===== src/rtl/psum_row_buf_if.sv =====
// Bundles the signals of the partial-sum row buffer into one interface.
// It covers the psum input stream, the requantise configuration, the
// quantised output stream and the error flag. The design side is "slave"
// and the producer/consumer side is "master".
interface psum_row_buf_if #(
  parameter int DATA_WIDTH = 8,
  parameter int PSUM_WIDTH = 20,
  parameter int BLK_WIDTH  = 4
);
  logic                          CNVPSB_Vld;
  logic signed [PSUM_WIDTH-1:0]  CNVPSB_Psum;
  logic                          CNVPSB_FnhRow;
  logic                          PSBCNV_Rdy;
  logic        [BLK_WIDTH-1:0]   CFG_NumBlk;
  logic        [4:0]             CFG_Shift;
  logic                          CFG_Relu;
  logic                          PSBOUT_Vld;
  logic signed [DATA_WIDTH-1:0]  PSBOUT_Dat;
  logic                          PSBOUT_Rdy;
  logic                          PSBOUT_Done;
  logic                          PSBERR_Flg;

  modport master (
    output CNVPSB_Vld, CNVPSB_Psum, CNVPSB_FnhRow,
    output CFG_NumBlk, CFG_Shift, CFG_Relu,
    output PSBOUT_Rdy,
    input  PSBCNV_Rdy, PSBOUT_Vld, PSBOUT_Dat, PSBOUT_Done, PSBERR_Flg
  );

  modport slave (
    input  CNVPSB_Vld, CNVPSB_Psum, CNVPSB_FnhRow,
    input  CFG_NumBlk, CFG_Shift, CFG_Relu,
    input  PSBOUT_Rdy,
    output PSBCNV_Rdy, PSBOUT_Vld, PSBOUT_Dat, PSBOUT_Done, PSBERR_Flg
  );
endinterface


===== src/rtl/psum_row_buf.sv =====
// Partial-sum row buffer. It accumulates one output row of psums across
// CFG_NumBlk+1 channel blocks. After the final block it requantises each
// entry (shift, round half up, optional ReLU, saturate) and streams the
// row out over a valid/ready handshake.
module psum_row_buf #(
  parameter int DATA_WIDTH = 8,
  parameter int PSUM_WIDTH = 20,
  parameter int LENPSUM    = 16,
  parameter int BLK_WIDTH  = 4
) (
  input  logic          clk,
  input  logic          rst,
  psum_row_buf_if.slave bus
);

  localparam int AW  = (LENPSUM > 1) ? $clog2(LENPSUM) : 1;
  localparam int CW  = $clog2(LENPSUM + 1);
  localparam int PW1 = PSUM_WIDTH + 1;
  localparam logic [CW-1:0] LEN_C = CW'(LENPSUM);

  localparam logic signed [PSUM_WIDTH-1:0] PSUM_MAX = {1'b0, {(PSUM_WIDTH-1){1'b1}}};
  localparam logic signed [PSUM_WIDTH-1:0] PSUM_MIN = {1'b1, {(PSUM_WIDTH-1){1'b0}}};
  localparam logic signed [DATA_WIDTH-1:0] DAT_MAX  = {1'b0, {(DATA_WIDTH-1){1'b1}}};
  localparam logic signed [DATA_WIDTH-1:0] DAT_MIN  = {1'b1, {(DATA_WIDTH-1){1'b0}}};
  localparam logic signed [PW1-1:0]        Q_MAX    = PW1'(DAT_MAX);
  localparam logic signed [PW1-1:0]        Q_MIN    = PW1'(DAT_MIN);
  localparam logic signed [PW1-1:0]        ONE      = PW1'(1);

  typedef enum logic [1:0] {ACC, DRAIN, DONE} state_t;

  // Accumulation add, clamped at the signed psum limits.
  function automatic logic signed [PSUM_WIDTH-1:0] sat_add(
    input logic signed [PSUM_WIDTH-1:0] a,
    input logic signed [PSUM_WIDTH-1:0] b
  );
    logic signed [PW1-1:0] s;
    s = PW1'(a) + PW1'(b);
    if (s > PW1'(PSUM_MAX))      sat_add = PSUM_MAX;
    else if (s < PW1'(PSUM_MIN)) sat_add = PSUM_MIN;
    else                         sat_add = s[PSUM_WIDTH-1:0];
  endfunction

  // Shift with round-half-up at one bit of headroom, then ReLU and saturate.
  function automatic logic signed [DATA_WIDTH-1:0] requant(
    input logic signed [PSUM_WIDTH-1:0] x,
    input logic        [4:0]            sh,
    input logic                         relu
  );
    logic signed [PW1-1:0] rnd;
    logic signed [PW1-1:0] y;
    rnd = '0;
    if (sh != 5'd0 && sh <= 5'(PSUM_WIDTH)) rnd = ONE <<< (sh - 5'd1);
    y = (PW1'(x) + rnd) >>> sh;
    if (relu && y < 0) y = '0;
    if (y > Q_MAX)      requant = DAT_MAX;
    else if (y < Q_MIN) requant = DAT_MIN;
    else                requant = y[DATA_WIDTH-1:0];
  endfunction

  state_t                        state, state_nxt;
  logic        [CW-1:0]          wr_addr;
  logic        [CW-1:0]          rd_addr;
  logic        [CW-1:0]          row_len;
  logic        [BLK_WIDTH-1:0]   blk_cnt;
  logic        [BLK_WIDTH-1:0]   num_blk_lat;
  logic        [4:0]             shift_lat;
  logic                          relu_lat;
  logic                          err_flg;
  logic                          vld_p1;
  logic signed [DATA_WIDTH-1:0]  dat_p1;
  logic                          done_p1;
  logic signed [PSUM_WIDTH-1:0]  mem [LENPSUM];

  logic                          wr_en;
  logic                          fnh;
  logic                          row_start;
  logic                          last_blk;
  logic        [BLK_WIDTH-1:0]   num_blk_eff;
  logic signed [PSUM_WIDTH-1:0]  wr_val;
  logic                          xfer;
  logic                          slot_free;
  logic                          rd_last;

  // Until the first write of a row lands, the live block count is used.
  assign row_start   = (blk_cnt == '0) && (wr_addr == '0);
  assign num_blk_eff = row_start ? bus.CFG_NumBlk : num_blk_lat;
  assign last_blk    = (blk_cnt == num_blk_eff);
  assign wr_en       = bus.CNVPSB_Vld && (state == ACC) && (wr_addr != LEN_C);
  assign fnh         = bus.CNVPSB_FnhRow && (state == ACC);
  assign wr_val      = (blk_cnt == '0) ? bus.CNVPSB_Psum
                                       : sat_add(mem[wr_addr[AW-1:0]], bus.CNVPSB_Psum);

  assign xfer        = vld_p1 && bus.PSBOUT_Rdy;
  assign slot_free   = !vld_p1 || xfer;
  assign rd_last     = (rd_addr == row_len);

  assign bus.PSBCNV_Rdy  = (state == ACC);
  assign bus.PSBOUT_Vld  = vld_p1;
  assign bus.PSBOUT_Dat  = dat_p1;
  assign bus.PSBOUT_Done = done_p1;
  assign bus.PSBERR_Flg  = err_flg;

  // Next-state: final FnhRow starts the drain; the last transfer ends it.
  always_comb begin
    state_nxt = state;
    case (state)
      ACC:     if (fnh && last_blk) state_nxt = DRAIN;
      DRAIN:   if (slot_free && rd_last) state_nxt = DONE;
      DONE:    state_nxt = ACC;
      default: state_nxt = ACC;
    endcase
  end

  // Row buffer storage; contents are only meaningful below row_len.
  always_ff @(posedge clk) begin
    if (wr_en) mem[wr_addr[AW-1:0]] <= wr_val;
  end

  // --- stage p1: control state, addresses and the registered output word ---
  // Control, counters and output registers; reset discards any partial row.
  always_ff @(posedge clk or posedge rst) begin
    if (rst) begin
      state       <= ACC;
      wr_addr     <= '0;
      rd_addr     <= '0;
      row_len     <= '0;
      blk_cnt     <= '0;
      num_blk_lat <= '0;
      shift_lat   <= '0;
      relu_lat    <= 1'b0;
      err_flg     <= 1'b0;
      vld_p1      <= 1'b0;
      dat_p1      <= '0;
      done_p1     <= 1'b0;
    end else begin
      state   <= state_nxt;
      done_p1 <= (state_nxt == DONE);
      err_flg <= err_flg | (bus.CNVPSB_Vld && ((state != ACC) || (wr_addr == LEN_C)));

      if (state == ACC) begin
        if (row_start) num_blk_lat <= bus.CFG_NumBlk;
        if (wr_en)     wr_addr     <= wr_addr + 1'b1;
        if (fnh) begin
          wr_addr <= '0;
          if (blk_cnt == '0) row_len <= wr_addr + CW'(wr_en);
          if (last_blk) begin
            blk_cnt   <= '0;
            rd_addr   <= '0;
            shift_lat <= bus.CFG_Shift;
            relu_lat  <= bus.CFG_Relu;
          end else begin
            blk_cnt <= blk_cnt + 1'b1;
          end
        end
      end else if (state == DRAIN) begin
        if (slot_free) begin
          if (!rd_last) begin
            vld_p1  <= 1'b1;
            dat_p1  <= requant(mem[rd_addr[AW-1:0]], shift_lat, relu_lat);
            rd_addr <= rd_addr + 1'b1;
          end else begin
            vld_p1 <= 1'b0;
          end
        end
      end
    end
  end

endmodule


===== src/flat_wrapper.sv =====
// flat-port wrapper written by rule: the top's interface ports become plain ports
module psum_row_buf_flat 
#(
  parameter int DATA_WIDTH = 8,
  parameter int PSUM_WIDTH = 20,
  parameter int LENPSUM    = 16,
  parameter int BLK_WIDTH  = 4
)
  (clk, rst, bus_CNVPSB_Vld, bus_CNVPSB_Psum, bus_CNVPSB_FnhRow, bus_CFG_NumBlk, bus_CFG_Shift, bus_CFG_Relu, bus_PSBOUT_Rdy, bus_PSBCNV_Rdy, bus_PSBOUT_Vld, bus_PSBOUT_Dat, bus_PSBOUT_Done, bus_PSBERR_Flg);
  psum_row_buf_if #(.DATA_WIDTH(DATA_WIDTH), .PSUM_WIDTH(PSUM_WIDTH), .BLK_WIDTH(BLK_WIDTH)) bus_i ();
  input  logic clk;
  input  logic rst;
  input wire logic [$bits(bus_i.CNVPSB_Vld)-1:0] bus_CNVPSB_Vld;
  input wire logic [$bits(bus_i.CNVPSB_Psum)-1:0] bus_CNVPSB_Psum;
  input wire logic [$bits(bus_i.CNVPSB_FnhRow)-1:0] bus_CNVPSB_FnhRow;
  input wire logic [$bits(bus_i.CFG_NumBlk)-1:0] bus_CFG_NumBlk;
  input wire logic [$bits(bus_i.CFG_Shift)-1:0] bus_CFG_Shift;
  input wire logic [$bits(bus_i.CFG_Relu)-1:0] bus_CFG_Relu;
  input wire logic [$bits(bus_i.PSBOUT_Rdy)-1:0] bus_PSBOUT_Rdy;
  output wire logic [$bits(bus_i.PSBCNV_Rdy)-1:0] bus_PSBCNV_Rdy;
  output wire logic [$bits(bus_i.PSBOUT_Vld)-1:0] bus_PSBOUT_Vld;
  output wire logic [$bits(bus_i.PSBOUT_Dat)-1:0] bus_PSBOUT_Dat;
  output wire logic [$bits(bus_i.PSBOUT_Done)-1:0] bus_PSBOUT_Done;
  output wire logic [$bits(bus_i.PSBERR_Flg)-1:0] bus_PSBERR_Flg;
  assign bus_i.CNVPSB_Vld = bus_CNVPSB_Vld;
  assign bus_i.CNVPSB_Psum = bus_CNVPSB_Psum;
  assign bus_i.CNVPSB_FnhRow = bus_CNVPSB_FnhRow;
  assign bus_i.CFG_NumBlk = bus_CFG_NumBlk;
  assign bus_i.CFG_Shift = bus_CFG_Shift;
  assign bus_i.CFG_Relu = bus_CFG_Relu;
  assign bus_i.PSBOUT_Rdy = bus_PSBOUT_Rdy;
  assign bus_PSBCNV_Rdy = bus_i.PSBCNV_Rdy;
  assign bus_PSBOUT_Vld = bus_i.PSBOUT_Vld;
  assign bus_PSBOUT_Dat = bus_i.PSBOUT_Dat;
  assign bus_PSBOUT_Done = bus_i.PSBOUT_Done;
  assign bus_PSBERR_Flg = bus_i.PSBERR_Flg;
  psum_row_buf #(.DATA_WIDTH(DATA_WIDTH), .PSUM_WIDTH(PSUM_WIDTH), .LENPSUM(LENPSUM), .BLK_WIDTH(BLK_WIDTH)) u_core (.clk(clk), .rst(rst), .bus(bus_i));
endmodule

===== config.mk =====
export PLATFORM = sky130hd
export DESIGN_NAME = psum_row_buf_flat
export DESIGN_NICKNAME = d
export VERILOG_FILES = /design/src/rtl/psum_row_buf_if.sv /design/src/rtl/psum_row_buf.sv /design/src/flat_wrapper.sv
export SDC_FILE = /design/constraint.sdc
export NUM_CORES = 1
export LEC_CHECK = 0
export CORE_MARGIN = 4
export CORE_UTILIZATION = 57
export DETAILED_ROUTE_END_ITERATION = 12
export DONT_BUFFER_PORTS = 1
export PLACE_DENSITY = 0.78
export SYNTH_ARGS = -nofsm -noshare
export SYNTH_HDL_FRONTEND = slang
export SYNTH_SLANG_ARGS = --single-unit

===== constraint.sdc =====
create_clock -name clk -period 5.6 [get_ports clk]
set_clock_uncertainty 0.2 [all_clocks]
set_input_delay 1.12 -clock clk [delete_from_list [all_inputs] [get_ports clk]]
set_output_delay 1.12 -clock clk [all_outputs]
set_load 0.05 [all_outputs]

==> Yosys cells after proc, flatten, opt, wreduce, memory -nomap -nowiden <==
Memories as Yosys holds them, arrays and structs flattened.
Cells that the tools add are included.
{ "op_classes": {"add_sub_neg": 7, "magnitude_cmp": 6, "eq_ne": 9, "n_shift": 2, "muxes": 31, "bitwise_logic": 3, "n_reduce_logical": 28} }
{ "op_table": {"columns": ["cell", "count"], "rows": [
  ["two-way mux 21 bit", 10],
  ["two-way mux 20 bit", 3],
  ["two-way mux 5 bit", 8],
  ["adder 20 x 20 -> 21 bit", 1],
  ["adder 20 x 21 -> 21 bit", 1],
  ["> comparator 21 x 20 -> 1 bit, second input constant", 1],
  ["> comparator 21 x 8 -> 1 bit, second input constant", 1],
  ["less-than comparator 21 x 1 -> 1 bit, second input constant", 1],
  ["less-than comparator 21 x 20 -> 1 bit, second input constant", 1],
  ["less-than comparator 21 x 8 -> 1 bit, second input constant", 1],
  ["<<< shifter 2 x 5 -> 21 bit, first input constant", 1],
  [">>> shifter 21 x 5 -> 21 bit", 1],
  ["two-way mux 8 bit", 2],
  ["adder 5 x 1 -> 5 bit, second input constant", 2],
  ["logical AND 1 bit", 10],
  ["AND reduction 3 bit", 3],
  ["two-way mux 4 bit", 2],
  ["nonzero test 2 bit", 4],
  ["adder 5 x 1 -> 5 bit", 1],
  ["== test 5 bit", 1],
  ["== test 5 bit, second input constant", 1],
  ["less-or-equal comparator 5 bit, second input constant", 1],
  ["logical NOT 5 bit", 1],
  ["inequality test 5 bit, second input constant", 1],
  ["20 further kinds", 27]
]} }
{ "word_totals": {"regBits": 42, "ram_bits": 320, "output_inout_bits": 12, "word_cells": 99, "mem_count": 1} }
{ "mem_list": {"columns": ["name", "words", "word_bits", "rd", "rd_clocked_by_memory_dff", "write_ports", "line", "rtl"], "rows": [
  ["u_core.mem", 16, 20, 2, 0, 1, "psum_row_buf.sv:72", "logic signed [PSUM_WIDTH-1:0] mem [LENPSUM];"]
]} }

==> Longest topological paths before layout <==
Gate-level depths: netlist (run 1).
{ "logic_depth": {"word_depth": 19, "mapped_depth": 22, "mapped_depth_nobuf": 18} }

==> Worst setup path before layout (run 1) <==
No wires, ideal clock.
{ "synth_timing": {"path_type": "register to register", "startpoint": "register u_core.wr_addr[0]", "endpoint": "memory u_core.mem[0][10] (data pin)", "setup_ps": 330, "arrival_time_ps": 5633, "t_required_ps": 5070, "slack_ps": -563, "stages_incl_launch_ff": 19, "period_less_slack_ps": 6163, "cell_sequence": "dfrtp_1 clkbuf_1 buf_1 mux4_2 mux4_2 ha_1 fa_1 a21o_1 a21o_1 a21boi_1 o31ai_1 a311oi_1 o211ai_1 a41oi_1 o21ai_0 o22a_1 a21boi_1 clkbuf_1 a21oi_1"} }
{ "synth_via": {"elab_chain_cells": 6} }
{ "synth_rtl": {"columns": ["item", "line", "rtl"], "rows": [
  ["start, declared", "psum_row_buf.sv:61", "logic [CW-1:0] wr_addr;"],
  ["start signal, assigned", "psum_row_buf.sv:142", "if (wr_en) wr_addr <= wr_addr + 1'b1;"],
  ["memory (16 x 20 bit) (*)", null, null],
  ["adder 20 x 20 -> 21 bit (*)", "psum_row_buf.sv:37", "s = PW1'(a) + PW1'(b);"],
  ["less-than comparator 21 x 20 -> 1 bit", "psum_row_buf.sv:39", "else if (s < PW1'(PSUM_MIN)) sat_add = PSUM_MIN;"],
  ["two-way mux 20 bit", "psum_row_buf.sv:39", null],
  ["two-way mux 20 bit (*)", "psum_row_buf.sv:38", "if (s > PW1'(PSUM_MAX)) sat_add = PSUM_MAX;"],
  ["two-way mux 20 bit (*)", "psum_row_buf.sv:90", "assign wr_val = (blk_cnt == '0) ? bus.CNVPSB_Psum"],
  ["net u_core.wr_val[10]", "psum_row_buf.sv:79", "logic signed [PSUM_WIDTH-1:0] wr_val;"],
  ["end, declared", "psum_row_buf.sv:72", null]
]} }
Mark *: on every way through the listed nets, which the timed path passes. The rest lies on a longest branch.

==> Worst setup path after layout (run 1) <==
{ "layout_timing": {"startpoint": "register u_core.rd_addr[0]", "endpoint": "register u_core.dat_p1[1] (netlist: u_core.bus.PSBOUT_Dat[1])"} }
{ "layout_via": {"elab_chain_cells": 13} }
{ "layout_rtl": {"columns": ["item", "line", "rtl"], "rows": [
  ["start, declared", "psum_row_buf.sv:62", "logic [CW-1:0] rd_addr;"],
  ["start signal, assigned", "psum_row_buf.sv:160", "rd_addr <= rd_addr + 1'b1;"],
  ["memory (16 x 20 bit)", null, null],
  ["adder 20 x 21 -> 21 bit", "psum_row_buf.sv:53", "y = (PW1'(x) + rnd) >>> sh;"],
  [">>> shifter 21 x 5 -> 21 bit", "psum_row_buf.sv:53", null],
  ["less-than comparator 21 x 1 -> 1 bit", "psum_row_buf.sv:54", "if (relu && y < 0) y = '0;"],
  ["logical AND 1 bit", "psum_row_buf.sv:54", null],
  ["two-way mux 21 bit", "psum_row_buf.sv:54", null],
  ["two-way mux 21 bit", "psum_row_buf.sv:157", "if (!rd_last) begin"],
  ["two-way mux 21 bit", "psum_row_buf.sv:156", "if (slot_free) begin"],
  ["two-way mux 21 bit", "psum_row_buf.sv:155", "end else if (state == DRAIN) begin"],
  ["two-way mux 21 bit", "psum_row_buf.sv:140", "if (state == ACC) begin"],
  ["less-than comparator 21 x 8 -> 1 bit", "psum_row_buf.sv:56", "else if (y < Q_MIN) requant = DAT_MIN;"],
  ["two-way mux 8 bit", "psum_row_buf.sv:56", null],
  ["two-way mux 8 bit", "psum_row_buf.sv:55", "if (y > Q_MAX) requant = DAT_MAX;"],
  ["end signal, assigned", "psum_row_buf.sv:159", "dat_p1 <= requant(mem[rd_addr[AW-1:0]], shift_lat, relu_lat);"],
  ["end, declared", "psum_row_buf.sv:70", "logic signed [DATA_WIDTH-1:0] dat_p1;"]
]} }
Several ways; a longest one is shown, not always the timed one. The select of a mux whose other input is x is not followed.
A chain may end at the register's enable or synchronous reset.

==> run_results.csv, run 1 <==
group,metric,value,unit
outcome,status,"finished, final reports clean",
sta,fin_crit,5.57,ns
critical_path,cp.required,5.89,ns
sta,slew_headroom,33.5,%
logic_synthesis,avgSynthCellArea,14.5,um^2
logic_synthesis,synth-edff-count,320,
global_routing,grt_pass1_vias,14700,
route,routedWlPerCell,30.0,um
logic_synthesis,postSynthCellCount,1415,
die,rows,69,
cells_and_area,num_antenna_cells,0,
route,ant_nets,0,
critical_path,crit_arrival,5.86,ns
sta,rsz0062_at_grt,"yes",
cts,cts_tree,"done",
logic_synthesis,synthAdderAreaFrac,3.19,%
placement,place_ws,-0.309,ns
global_routing,grt_overflow,0,
worst_hold_path,min_path_type,"flop to flop",
cells_and_area,fin_area,24400,um^2
logic_synthesis,synth.distinct_cells,76,
logic_synthesis,ys.flop_type,"edfxtp_1",
placement,place_congestion,0.983,
cts,postCtsHoldBufs,0,
global_routing,grt_first_pass_wirelength,90000,um
cells_and_area,drive_gt1_share,36.5,%
die,start_util,57.7,%
cells_and_area,area_delta_synth_final,19.1,%
logic_synthesis,ys_ff_latch,362,
cts,htreeDepth,2,
global_routing,antenna_found_initial,0,
cts,worst_skew_pair.late_latency,0.58,ns
sta,fin_crit_sh,99.5,%
placement,io_buffers,0,
route,avgViaCountPerCell,7.19,
critical_path,cp-start-kind,"flop",
sta,fmax,0.179,GHz
job,max-cap-violations,0,
sta,tightest_slew,0.994,ns
cells_and_area,nFillCells,2269,
logic_synthesis,syn-cell-area,20500,um^2
logic_synthesis,synth_top_family_by_area,"multiplexers",
placement,dp_hpwl,39800,um
cts,cts_buffer_depth,3,
logic_synthesis,synth-compound-area-share,8.48,%
route,via_count,14700,
critical_path,path_max_fanout,6,
sta,layout_setup_ws,0.0281,ns
global_routing,grt_usage,30.7,%
critical_path,critical_path_class,"flop to flop",
cts,clkTransAtPathRegs,0.06,ns
global_routing,grt_max_degree,48,
logic_synthesis,synth_nets,1501,
die,ios,47,
cells_and_area,mostFrequentLayoutCell,"edfxtp_1",
die,fp.dieH,198,um
placement,dpl_cell_area,22200,um^2
sta,hold_viol_final,0,
die,die_x,198,um
route,remaining_drc_errors,0,
logic_synthesis,muxShareOfSynthArea,24.3,%
logic_synthesis,synth-xor-area-share,2.10,%
sta,slew_violations,0,
logic_synthesis,synth-simple-area-share,7.63,%
logic_synthesis,async_flop_share,11.6,%
critical_path,end_kind,"flop",
sta,setup_violations,0,
cts,clock-root-buffer,"clkbuf_16",
cts,cts_sinks,362,
cts,cts_buffers,38,
route,drt_first_pass_iters,6,
cells_and_area,final_cell_mix,"320 x edfxtp_1, 203 x mux4_2, 163 x buf_4, 95 x nor2_1, 87 x nand2_1",
die,core_area,35500,um^2
critical_path,cp-startpoint,"u_core.rd_addr[0]$_DFFE_PP0P_",
worst_hold_path,min_from,"u_core.num_blk_lat[0]$_DFFE_PP0P_",
cells_and_area,nets,1641,
logic_synthesis,seq_area_frac_synth,52.1,%
die,die-area,39000,um^2
route,drt_wl_total,61300,um
critical_path,timing.rr.start,"u_core.rd_addr[0]$_DFFE_PP0P_",
route,dr.first_iter.drc_count,2161,
logic_synthesis,yosys_warnings,0,
[final cells by class]
cell class                 instances  area, um^2  share of cell area [%]
timing repair buffer             193        1770                    7.27
sequential                       362       10700                    43.8
inverter                          25        93.8                   0.385
multi-input combinational        935        9990                    40.9
clock inverter                    23         294                    1.21
tap                              461         577                    2.37
clock buffer                      47         985                    4.04
[timing repair]
action	CTS	global route
gates cloned	0	3
pin swaps	1	17
resized for setup	29	96
setup buffers	2	23
setup endpoints to repair	295	295
hold endpoints to repair	0	0
[kinds of logic (layout without fill, tap and decap cells)]
family | Yosys count | count (layout)
adders and majority gates | 51 | 51
DFF | 362 | 362
AOI/OAI and AO/OA | 258 | 258
xor gates and xnor gates | 49 | 49
and+or+nand+nor | 338 | 338
muxes | 239 | 239
buffers and inverters | 118 | 288
[flip-flops by register name, summed over array words and instances, names as in the netlist]
name and cells:
u_core.rd_addr 5, u_core.mem 320, u_core.bus.PSBERR_Flg 1, u_core.state 2, u_core.bus.PSBOUT_Done 1, u_core.bus.PSBOUT_Vld 1, u_core.relu_lat 1, u_core.num_blk_lat 4
u_core.bus.PSBOUT_Dat 8, u_core.wr_addr 5, u_core.shift_lat 5, u_core.blk_cnt 4, u_core.row_len 5
[path summary, 6_finish.rpt]
| check | endpoint | slack (ns) | cells past startpoint |
|---|---|---|---|
| max in group asynchronous | u_core.wr_addr[1]$_DFFE_PP0P_ | 4.09 | 1 |
| worst min register to register | u_core.num_blk_lat[0]$_DFFE_PP0P_ | 0.31 | 1 |
| worst min-delay path | u_core.num_blk_lat[0]$_DFFE_PP0P_ | 0.31 | 1 |
| worst max register to register | u_core.bus.PSBOUT_Dat[1]$_DFFE_PP0P_ | 0.03 | 19 |
| min in group asynchronous | u_core.wr_addr[0]$_DFFE_PP0P_ | 0.43 | 1 |
| worst max-delay path | u_core.bus.PSBOUT_Dat[1]$_DFFE_PP0P_ | 0.03 | 19 |
[critical path, stage by stage, from the launching register on]
cell and delay, ns:
dfrtp_4 0.51, buf_6 0.16, buf_12 0.13, mux4_2 0.50, mux4_2 0.59, ha_4 0.36
nand2_1 0.12, o21ai_0 0.24, o21ai_1 0.12, buf_4 0.16, o31ai_4 0.28, xor2_2 0.29
o22ai_1 0.15, a211oi_1 0.20, buf_4 0.17, nor2_1 0.04, or4_4 0.52, o41ai_4 0.42
nand4_1 0.14, a21oi_1 0.17
[synth_stat cells, types with 4 or more instances]
| cell | n | area (um^2) |
|---|---|---|
| dfrtp_1 | 42 | 1050 |
| o21ai_0 | 34 | 170 |
| nor2b_1 | 13 | 81.3 |
| or3_1 | 7 | 43.8 |
| a31oi_1 | 9 | 56.3 |
| clkbuf_1 | 61 | 229 |
| edfxtp_1 | 320 | 9610 |
| mux4_2 | 203 | 4570 |
| o21a_1 | 7 | 52.6 |
| ha_1 | 49 | 613 |
| nand4_1 | 11 | 68.8 |
| nor4_1 | 7 | 43.8 |
| nand2_1 | 89 | 334 |
| a21oi_1 | 71 | 355 |
| nor3_1 | 35 | 175 |
| o21ai_1 | 9 | 45.0 |
| xnor2_1 | 27 | 236 |
| a311oi_1 | 4 | 35.0 |
| mux2_2 | 13 | 146 |
| and3_1 | 5 | 31.3 |
| o31ai_1 | 8 | 60.1 |
| nor2_1 | 111 | 417 |
| inv_1 | 25 | 93.8 |
| o21bai_1 | 5 | 37.5 |
| a211o_1 | 5 | 43.8 |
| buf_2 | 9 | 45.0 |
| nand2b_1 | 10 | 62.6 |
| a211oi_1 | 17 | 128 |
| xor2_1 | 22 | 193 |
| mux2i_1 | 19 | 190 |
| nand3_1 | 28 | 140 |
| o211ai_1 | 12 | 90.1 |
| or4_1 | 4 | 30.0 |
| buf_1 | 21 | 78.8 |
| o22ai_1 | 15 | 93.8 |
| and2_1 | 8 | 50.1 |
| o221ai_1 | 4 | 35.0 |
| a21o_1 | 14 | 105 |
[per-stage QoR]
stage / utilization (%) / hold slack (ns) / instances / setup TNS, ns
finish: 68.7 / 0.307 / 2046 / 0
global route: 68.7 / 0.317 / 2046 / -0.665
CTS: 66.6 / 0.307 / 2020 / 0
detailed placement: 62.6 / 0.294 / 1948 / -42.14
global placement: 62.6 / 0.289 / 1948 / -3.73
floorplan: - / 0.279 / 1415 / 0
[routing by layer]
metal | routed length (um) | global-route usage, % | up-vias | share of wire (%)
li1 | - | - | 6033 | -
met1 | 22000 | 41.3 | 7462 | 36
met2 | 29900 | 50.1 | 982 | 49
met3 | 6500 | 6.48 | 225 | 11
met4 | 2890 | 11.5 | 0 | 4.7
met5 | 0 | 0 | - | 0
Power of run 1 is left out: the tool's default activity adds up to more than one toggle a clock period on the data nets, which glitch-free logic cannot reach.
==> run 2, diff against run 1 <==
CTS_CLUSTER_DIAMETER = 200   (was unset)
==> results of run 2 <==
Final layout, timing and power as in run 1 (identical DEF).
Power of run 2 is left out for the same reason.
